File: src/rtl/s2p_frame_ctrl_if.sv
// Serial-to-parallel frame receiver bus: serial input side plus the byte handshake.
interface s2p_frame_ctrl_if;
  logic       D;
  logic       DV;
  logic       ACK;
  logic [7:0] Q;
  logic       DR;
  logic       BUSY;
  logic       PERR;
  logic       FERR;
  logic       OVR;

  // Producer/consumer side: drives the line and the acknowledge.
  modport master (output D, DV, ACK, input Q, DR, BUSY, PERR, FERR, OVR);
  // Receiver side.
  modport slave  (input D, DV, ACK, output Q, DR, BUSY, PERR, FERR, OVR);
endinterface

File: src/rtl/s2p_frame_ctrl.sv
// Serial frame receiver: start bit, 8 data bits MSB first, optional even
// parity and a stop bit. The completed byte is held in Q with a DR/ACK
// handshake and a sticky overrun flag. An idle watchdog aborts stalled frames.
module s2p_frame_ctrl #(
  parameter bit          PARITY_EN = 1'b1,
  parameter int unsigned TIMEOUT   = 15
) (
  input  logic         CLK,
  input  logic         CLR,
  s2p_frame_ctrl_if.slave bus
);

  typedef enum logic [2:0] {IDLE, HI, LO, PAR, STOP} state_t;

  localparam logic [7:0] TO8 = 8'(TIMEOUT);

  state_t      state_q, state_d;
  logic [1:0]  cnt_q, cnt_d;
  logic [7:0]  idle_q, idle_d;
  logic [3:0]  sh_q, sh_d;
  logic [3:0]  hi_q, hi_d;
  logic        bad_q, bad_d;
  logic [7:0]  q_q, q_d;
  logic        dr_q, dr_d;
  logic        ovr_q, ovr_d;
  logic        perr_q, perr_d;
  logic        ferr_q, ferr_d;
  logic        deliver;
  logic [7:0]  byte_w;

  // The upper nibble is frozen after HI; the shift stage then holds the lower one.
  assign byte_w = {hi_q, sh_q};

  // Frame sequencing, idle watchdog and error pulse generation.
  always_comb begin
    state_d = state_q;
    cnt_d   = cnt_q;
    idle_d  = idle_q;
    sh_d    = sh_q;
    hi_d    = hi_q;
    bad_d   = bad_q;
    perr_d  = 1'b0;
    ferr_d  = 1'b0;
    deliver = 1'b0;
    if (state_q != IDLE && idle_q == TO8) begin
      // Watchdog abort wins over any sample on this edge.
      state_d = IDLE;
      ferr_d  = 1'b1;
      idle_d  = 8'd0;
      cnt_d   = 2'd0;
    end else if (state_q != IDLE && !bus.DV) begin
      idle_d = idle_q + 8'd1;
    end else if (bus.DV) begin
      idle_d = 8'd0;
      case (state_q)
        IDLE: begin
          if (bus.D) begin
            state_d = HI;
            cnt_d   = 2'd0;
            bad_d   = 1'b0;
          end
        end
        HI: begin
          sh_d  = {sh_q[2:0], bus.D};
          cnt_d = cnt_q + 2'd1;
          if (cnt_q == 2'd3) begin
            hi_d    = {sh_q[2:0], bus.D};
            state_d = LO;
          end
        end
        LO: begin
          sh_d  = {sh_q[2:0], bus.D};
          cnt_d = cnt_q + 2'd1;
          if (cnt_q == 2'd3) state_d = PARITY_EN ? PAR : STOP;
        end
        PAR: begin
          bad_d   = (bus.D != ^byte_w);
          state_d = STOP;
        end
        STOP: begin
          state_d = IDLE;
          if (bus.D)      ferr_d  = 1'b1;
          else if (bad_q) perr_d  = 1'b1;
          else            deliver = 1'b1;
        end
        default: state_d = IDLE;
      endcase
    end
  end

  // Output holding register: load, same-edge reload on ACK, or overrun.
  always_comb begin
    q_d   = q_q;
    dr_d  = dr_q;
    ovr_d = ovr_q;
    if (deliver) begin
      if (!dr_q || bus.ACK) begin
        q_d  = byte_w;
        dr_d = 1'b1;
        if (bus.ACK) ovr_d = 1'b0;
      end else begin
        ovr_d = 1'b1;
      end
    end else if (bus.ACK && dr_q) begin
      dr_d  = 1'b0;
      ovr_d = 1'b0;
    end
  end

  // State and datapath registers, cleared asynchronously by CLR.
  always_ff @(posedge CLK or posedge CLR) begin
    if (CLR) begin
      state_q <= IDLE;
      cnt_q   <= 2'd0;
      idle_q  <= 8'd0;
      sh_q    <= 4'd0;
      hi_q    <= 4'd0;
      bad_q   <= 1'b0;
      q_q     <= 8'h00;
      dr_q    <= 1'b0;
      ovr_q   <= 1'b0;
      perr_q  <= 1'b0;
      ferr_q  <= 1'b0;
    end else begin
      state_q <= state_d;
      cnt_q   <= cnt_d;
      idle_q  <= idle_d;
      sh_q    <= sh_d;
      hi_q    <= hi_d;
      bad_q   <= bad_d;
      q_q     <= q_d;
      dr_q    <= dr_d;
      ovr_q   <= ovr_d;
      perr_q  <= perr_d;
      ferr_q  <= ferr_d;
    end
  end

  assign bus.Q    = q_q;
  assign bus.DR   = dr_q;
  assign bus.BUSY = (state_q != IDLE);
  assign bus.PERR = perr_q;
  assign bus.FERR = ferr_q;
  assign bus.OVR  = ovr_q;

endmodule
File: src/flat_wrapper.sv
// flat-port wrapper written by rule: the top's interface ports become plain ports
module s2p_frame_ctrl_flat 
#(
  parameter bit          PARITY_EN = 1'b1,
  parameter int unsigned TIMEOUT   = 15
)
  (CLK, CLR, bus_D, bus_DV, bus_ACK, bus_Q, bus_DR, bus_BUSY, bus_PERR, bus_FERR, bus_OVR);
  s2p_frame_ctrl_if bus_i ();
  input  logic CLK;
  input  logic CLR;
  input wire logic [$bits(bus_i.D)-1:0] bus_D;
  input wire logic [$bits(bus_i.DV)-1:0] bus_DV;
  input wire logic [$bits(bus_i.ACK)-1:0] bus_ACK;
  output wire logic [$bits(bus_i.Q)-1:0] bus_Q;
  output wire logic [$bits(bus_i.DR)-1:0] bus_DR;
  output wire logic [$bits(bus_i.BUSY)-1:0] bus_BUSY;
  output wire logic [$bits(bus_i.PERR)-1:0] bus_PERR;
  output wire logic [$bits(bus_i.FERR)-1:0] bus_FERR;
  output wire logic [$bits(bus_i.OVR)-1:0] bus_OVR;
  assign bus_i.D = bus_D;
  assign bus_i.DV = bus_DV;
  assign bus_i.ACK = bus_ACK;
  assign bus_Q = bus_i.Q;
  assign bus_DR = bus_i.DR;
  assign bus_BUSY = bus_i.BUSY;
  assign bus_PERR = bus_i.PERR;
  assign bus_FERR = bus_i.FERR;
  assign bus_OVR = bus_i.OVR;
  s2p_frame_ctrl #(.PARITY_EN(PARITY_EN), .TIMEOUT(TIMEOUT)) u_core (.CLK(CLK), .CLR(CLR), .bus(bus_i));
endmodule
File: config.mk
export PLATFORM = sky130hd
export DESIGN_NAME = s2p_frame_ctrl_flat
export DESIGN_NICKNAME = d
export VERILOG_FILES = /design/src/rtl/s2p_frame_ctrl_if.sv /design/src/rtl/s2p_frame_ctrl.sv /design/src/flat_wrapper.sv
export SDC_FILE = /design/constraint.sdc
export NUM_CORES = 1
export LEC_CHECK = 0
export BUFFER_PORTS_ARGS = -buffer_cell sky130_fd_sc_hd__buf_4
export CORE_MARGIN = 1
export CORE_UTILIZATION = 60
export CTS_BUF_LIST = sky130_fd_sc_hd__clkbuf_8 sky130_fd_sc_hd__clkbuf_16
export DETAILED_ROUTE_END_ITERATION = 16
export GPL_TIMING_DRIVEN = 0
export PLACE_DENSITY = 0.81
export REMOVE_ABC_BUFFERS = 1
export SKIP_CTS_REPAIR_TIMING = 1
export SLEW_MARGIN = 25
export SYNTH_ARGS = -nofsm -noshare
export SYNTH_HDL_FRONTEND = slang
export SYNTH_SLANG_ARGS = --single-unit
File: constraint.sdc
create_clock -name CLK -period 3.6 [get_ports CLK]
set_clock_uncertainty 0.05 [all_clocks]
set_input_delay 0.18 -clock CLK [delete_from_list [all_inputs] [get_ports CLK]]
set_output_delay 0.18 -clock CLK [all_outputs]
set_load 0.01 [all_outputs]
[After elaboration in Yosys (flattened, before gate mapping)]
Cells that the tools add are included.
W data, S select, Z words.
Word-level totals
  word-level logic and storage cells: 92
  bits of input ports: 5
  bits in registers: 34
Cells by class
  bitwise gates (word level): 2
  multiplexer cells: 40
  $add $sub $neg: 2
  reductions and logical operators: 23
  eq/ne operators: 14
Operators by type and width (count)
  $mux W1: 24
  $mux W8: 3
  $mux W3: 6
  $reduce_and A5 Y1: 3
  $pmux W3 S4: 1
  $reduce_bool A3 Y1: 3
  $add A8 B1 Y8 const B: 1
  $eq A8 B4 Y1 const B: 1
  $mux W2: 4
  $reduce_and A4 Y1: 2
  $reduce_xor A8 Y1: 1
  $eq A3 B2 Y1 const B: 2
  $ne A3 B1 Y1 const B: 2
  $reduce_and A2 Y1: 3
  $reduce_bool A2 Y1: 3
  $ne A2 B2 Y1 const B: 2
  $pmux W2 S2: 1
  $eq A3 B1 Y1 const B: 1
  $eq A3 B3 Y1 const B: 1
  $logic_and A1 B1 Y1: 3
  $logic_not A3 Y1: 1
  $ne A3 B2 Y1 const B: 1
  $ne A3 B3 Y1 const B: 1
  $add A2 B1 Y2 const B: 1
  other kinds (8): 10

[Longest topological paths before layout]
  depth in word-level cells: 8
  depth in mapped cells: 6
  mapped depth without buffers: 5

[Least setup slack after synthesis]
No wires, ideal clock.
  path kind: register to register
  start point: register u_core.idle_q[0]
  end point: register u_core.sh_q[0]
  data required time: 3.423 ns
  setup time: 0.127 ns
  stages on the path, launching flop included: 7
  arrival: 1.755 ns
  period minus slack after synthesis: 1.933 ns
  slack: 1.667 ns
  path through: dfrtp_1 > ha_1 > nand3_1 > nor3_4 > or3_1 > buf_2 > mux2_1
On the way
  cells in the longest elaborated chain, start to end: 4
RTL lines
  start, declared: RTL line s2p_frame_ctrl.sv:19  | logic [7:0] idle_q, idle_d;
  start signal, assigned: RTL line s2p_frame_ctrl.sv:127  | idle_q <= idle_d;
  $eq A8 B4 Y1: RTL line s2p_frame_ctrl.sv:45  | if (state_q != IDLE && idle_q == TO8) begin
  $logic_and A1 B1 Y1: RTL line s2p_frame_ctrl.sv:45
  $not A1 Y1 (no source line)
  $reduce_and A4 Y1 (no source line)
  end signal, assigned: RTL line s2p_frame_ctrl.sv:116  | sh_q <= 4'd0;
  end signal, assigned: RTL line s2p_frame_ctrl.sv:128  | sh_q <= sh_d;
  end, declared: RTL line s2p_frame_ctrl.sv:20  | logic [3:0] sh_q, sh_d;
No other way between the ends.
A chain may end at the register's enable or synchronous reset.

[Worst setup path after layout]
  start point: register u_core.idle_q[0]
  end point: register u_core.q_q[0], in the netlist u_core.bus.Q[0]
On the way
  cells in the longest elaborated chain, start to end: 4
RTL lines
  $eq A8 B4 Y1: RTL line s2p_frame_ctrl.sv:45
  $logic_and A1 B1 Y1: RTL line s2p_frame_ctrl.sv:45
  $mux W1: RTL line s2p_frame_ctrl.sv:45
  $reduce_and A2 Y1 (no source line)
  end signal, assigned: RTL line s2p_frame_ctrl.sv:131  | q_q <= q_d;
  end, declared: RTL line s2p_frame_ctrl.sv:23  | logic [7:0] q_q, q_d;
No other way between the ends.

==> qor.yml <==
finish:
  fin_cells: 197
  fin_util_pct: 71.9
  drive_above_1_share_pct: 27.1
  fillers: 203
  n_antenna_cell: 0
  syn_to_final_growth_pct: 14.2
  nets: 173
placed_design:
  dp_cells: 190
  port_buffers: 17
  place.gp.congestion: 0.870
  dp_hpwl_um: 2100
timing:
  drv_slew: 0
  worstMarginPinSlew_ps: 675
  fin_setup_tns_ps: 0
  finalSetupViolations: 0
  slew-limit-headroom_pct: 55.0
  rsz0062_at_grt: "no"
  fin_worst_hold_slack_ps: -54.0
  finalHoldViolCount: 34
  max_clock_freq_mhz: 468
  min_period_ps: 2140
  finalCritPeriodShare_pct: 59.4
yosys:
  netlist_top_cells_area: "dfrtp_1 (49%), mux2_4 (7.0%), xnor2_1 (4.1%)"
  synth_largest_area_cell: "dfrtp_1"
  synth_top_area_share_pct: 49.4
  ys_ff_latch: 34
  seq_area_frac_synth_pct: 49.4
  synth_warnings: 0
  ys.flop_type: "dfrtp_1"
  async_reset_ff_share_pct: 100
  synth_most_common_cell: "dfrtp_1"
  synth.avg_cell_area_um2: 11.6
  synth_cell_types: 42
  synth-edff-count: 0
  synthTopCellsByCount: "dfrtp_1 (34), nand2_1 (14), nor2_1 (11)"
  synthCells: 148
  syn-cell-area_um2: 1720
worst_setup_path:
  worstSetupPathType: "register to register"
  reg2reg_from: "u_core.idle_q[0]"
  crit_required_ps: 3720
  startpoint_type: "register"
  crit_path_start: "u_core.idle_q[0]"
  worstPathArrival_ps: 2260
  path_max_fanout: 8
  critPathCaptureType: "register"
floorplan:
  pin_count: 18
  coreArea_um2: 2730
  die_h_um: 55.6
  floorplan.rows: 19
  die_area_um2: 3090
  start_util_pct: 63.0
  die_w_um: 55.6
pwr:
  power_mw: 1.29
  p_leak_nw: 0.918
  ir_drop_uv: 589
  powerDensity_nw_per_um2: 657
routing:
  avgViaCountPerCell: 5.80
  wl_um: 2920
  vias: 1143
  routedWlPerCell_um: 14.8
  drcViolationCount: 0
  ant_nets: 0
  firstDrtPassIters: 5
  drt_iter0_drc: 33
outcome:
  status: "complete, but fails checks"
  violations: "hold timing"
global_routing:
  overflow: 0
  first_global_vias: 1114
  grt_max_degree: 35
  grtUsageTotal_pct: 21.4
  antenna_found_initial: 0
  grt_first_pass_wirelength_um: 5010
run:
  drv_cap: 0
clock_network:
  cts_tree: "done"
  cts_buffer_depth: 2
  cts.clk_slew.worst_paths_ps: 60
  clock_latency_ps: 290
  numCtsBuffers: 5
  h-tree-depth: 2
  cts-root-buf: "clkbuf_8"
  clock-sinks: 34
hold_path:
  hold_class: "input pin to asynchronous set/reset pin"
## report_power, final
part / leakage [nW] / switching, mW / internal (mW)
Sequential: 0.457 / 0.0921 / 0.461
Combinational: 0.404 / 0.164 / 0.221
Clock: 0.0573 / 0.133 / 0.221
## cells by family (layout without fill, tap and decap cells)
logic type / count (synthesis) / count (layout) / synth area share [%]
xor gates and xnor gates: 12 / 12 / 6.90
DFF: 34 / 34 / 49.4
and+or+nand+nor: 50 / 50 / 16.5
muxes: 17 / 17 / 12.8
adders and majority gates: 2 / 2 / 1.45
buffers and inverters: 11 / 29 / 3.05
AOI/OAI and AO/OA: 22 / 22 / 9.88
## critical path: stages, from the launching register on
cell	delay (ps)
dfrtp_1	420
ha_1	220
nand3_1	320
o311ai_4	160
nor2b_2	510
mux2_4	350
## layout make-up
| class | instances | area (µm²) | area share (%) |
|---|---|---|---|
| flip-flops and latches | 34 | 851 | 43.3 |
| multi-input cells | 103 | 818 | 41.6 |
| repair buffers | 17 | 128 | 6.49 |
| clock buffers | 6 | 82.6 | 4.20 |
| well taps | 31 | 38.8 | 1.97 |
| clock inverters | 1 | 30.0 | 1.53 |
| inverters | 5 | 18.8 | 0.954 |
## registers in the layout, indices dropped and copies added (netlist names)
| register | cells |
|---|---|
| u_core.sh_q | 4 |
| u_core.bus.FERR | 1 |
| u_core.bus.PERR | 1 |
| u_core.bus.OVR | 1 |
| u_core.bus.Q | 8 |
| u_core.cnt_q | 2 |
| u_core.bus.DR | 1 |
| u_core.idle_q | 8 |
| u_core.bad_q | 1 |
| u_core.state_q | 3 |
| u_core.hi_q | 4 |
## per-layer routing
layer	wire (µm)	vias to the layer above	GRT usage [%]
met5	0	-	0
met1	1270	569	26.5
met3	106	4	7.73
met4	44	0	7.86
met2	1500	19	34.4
li1	-	551	-
## path summary, 6_finish.rpt
path                                     endpoint  slack [ps]  cells after the start
worst max register to register    u_core.bus.Q[0]        1460                      5
worst min-delay path                u_core.bus.DR         -50                      2
worst min register to register    u_core.cnt_q[0]         460                      1
min in group CLK                 u_core.idle_q[2]          70                      2
worst max-delay path              u_core.bus.Q[0]        1460                      5
max in group asynchronous       u_core.state_q[2]        3110                      2
## through the flow
stage | setup slack, ps | cell area [µm²]
2_1_floorplan | 1670 | 1690
3_3_place_gp | 1510 | 1850
3_5_place_dp | 1480 | 1850
4_1_cts | 1480 | 1970
5_1_grt | 1380 | 1970
6_report | 1460 | 1970
## cell usage in the layout (no fill, tap or decap), types with 2 or more instances in the layout
| cell type | Yosys | final |
|---|---|---|
| a21oi_1 | 4 | 4 |
| and2_1 | 3 | 3 |
| buf_4 | 0 | 17 |
| clkbuf_8 | 0 | 6 |
| dfrtp_1 | 34 | 34 |
| ha_1 | 2 | 2 |
| inv_1 | 5 | 4 |
| mux2_1 | 4 | 4 |
| mux2_2 | 4 | 4 |
| mux2_4 | 8 | 8 |
| nand2_1 | 14 | 14 |
| nand2b_1 | 2 | 2 |
| nand3_1 | 3 | 3 |
| nand3b_1 | 2 | 2 |
| nor2_1 | 11 | 11 |
| nor3_1 | 2 | 2 |
| nor4_2 | 2 | 2 |
| o21ai_0 | 7 | 7 |
| o31ai_1 | 2 | 2 |
| or3_1 | 3 | 3 |
| xnor2_1 | 8 | 8 |
| xor2_1 | 3 | 3 |
No activity file was read; power rests on OpenSTA's default activity.
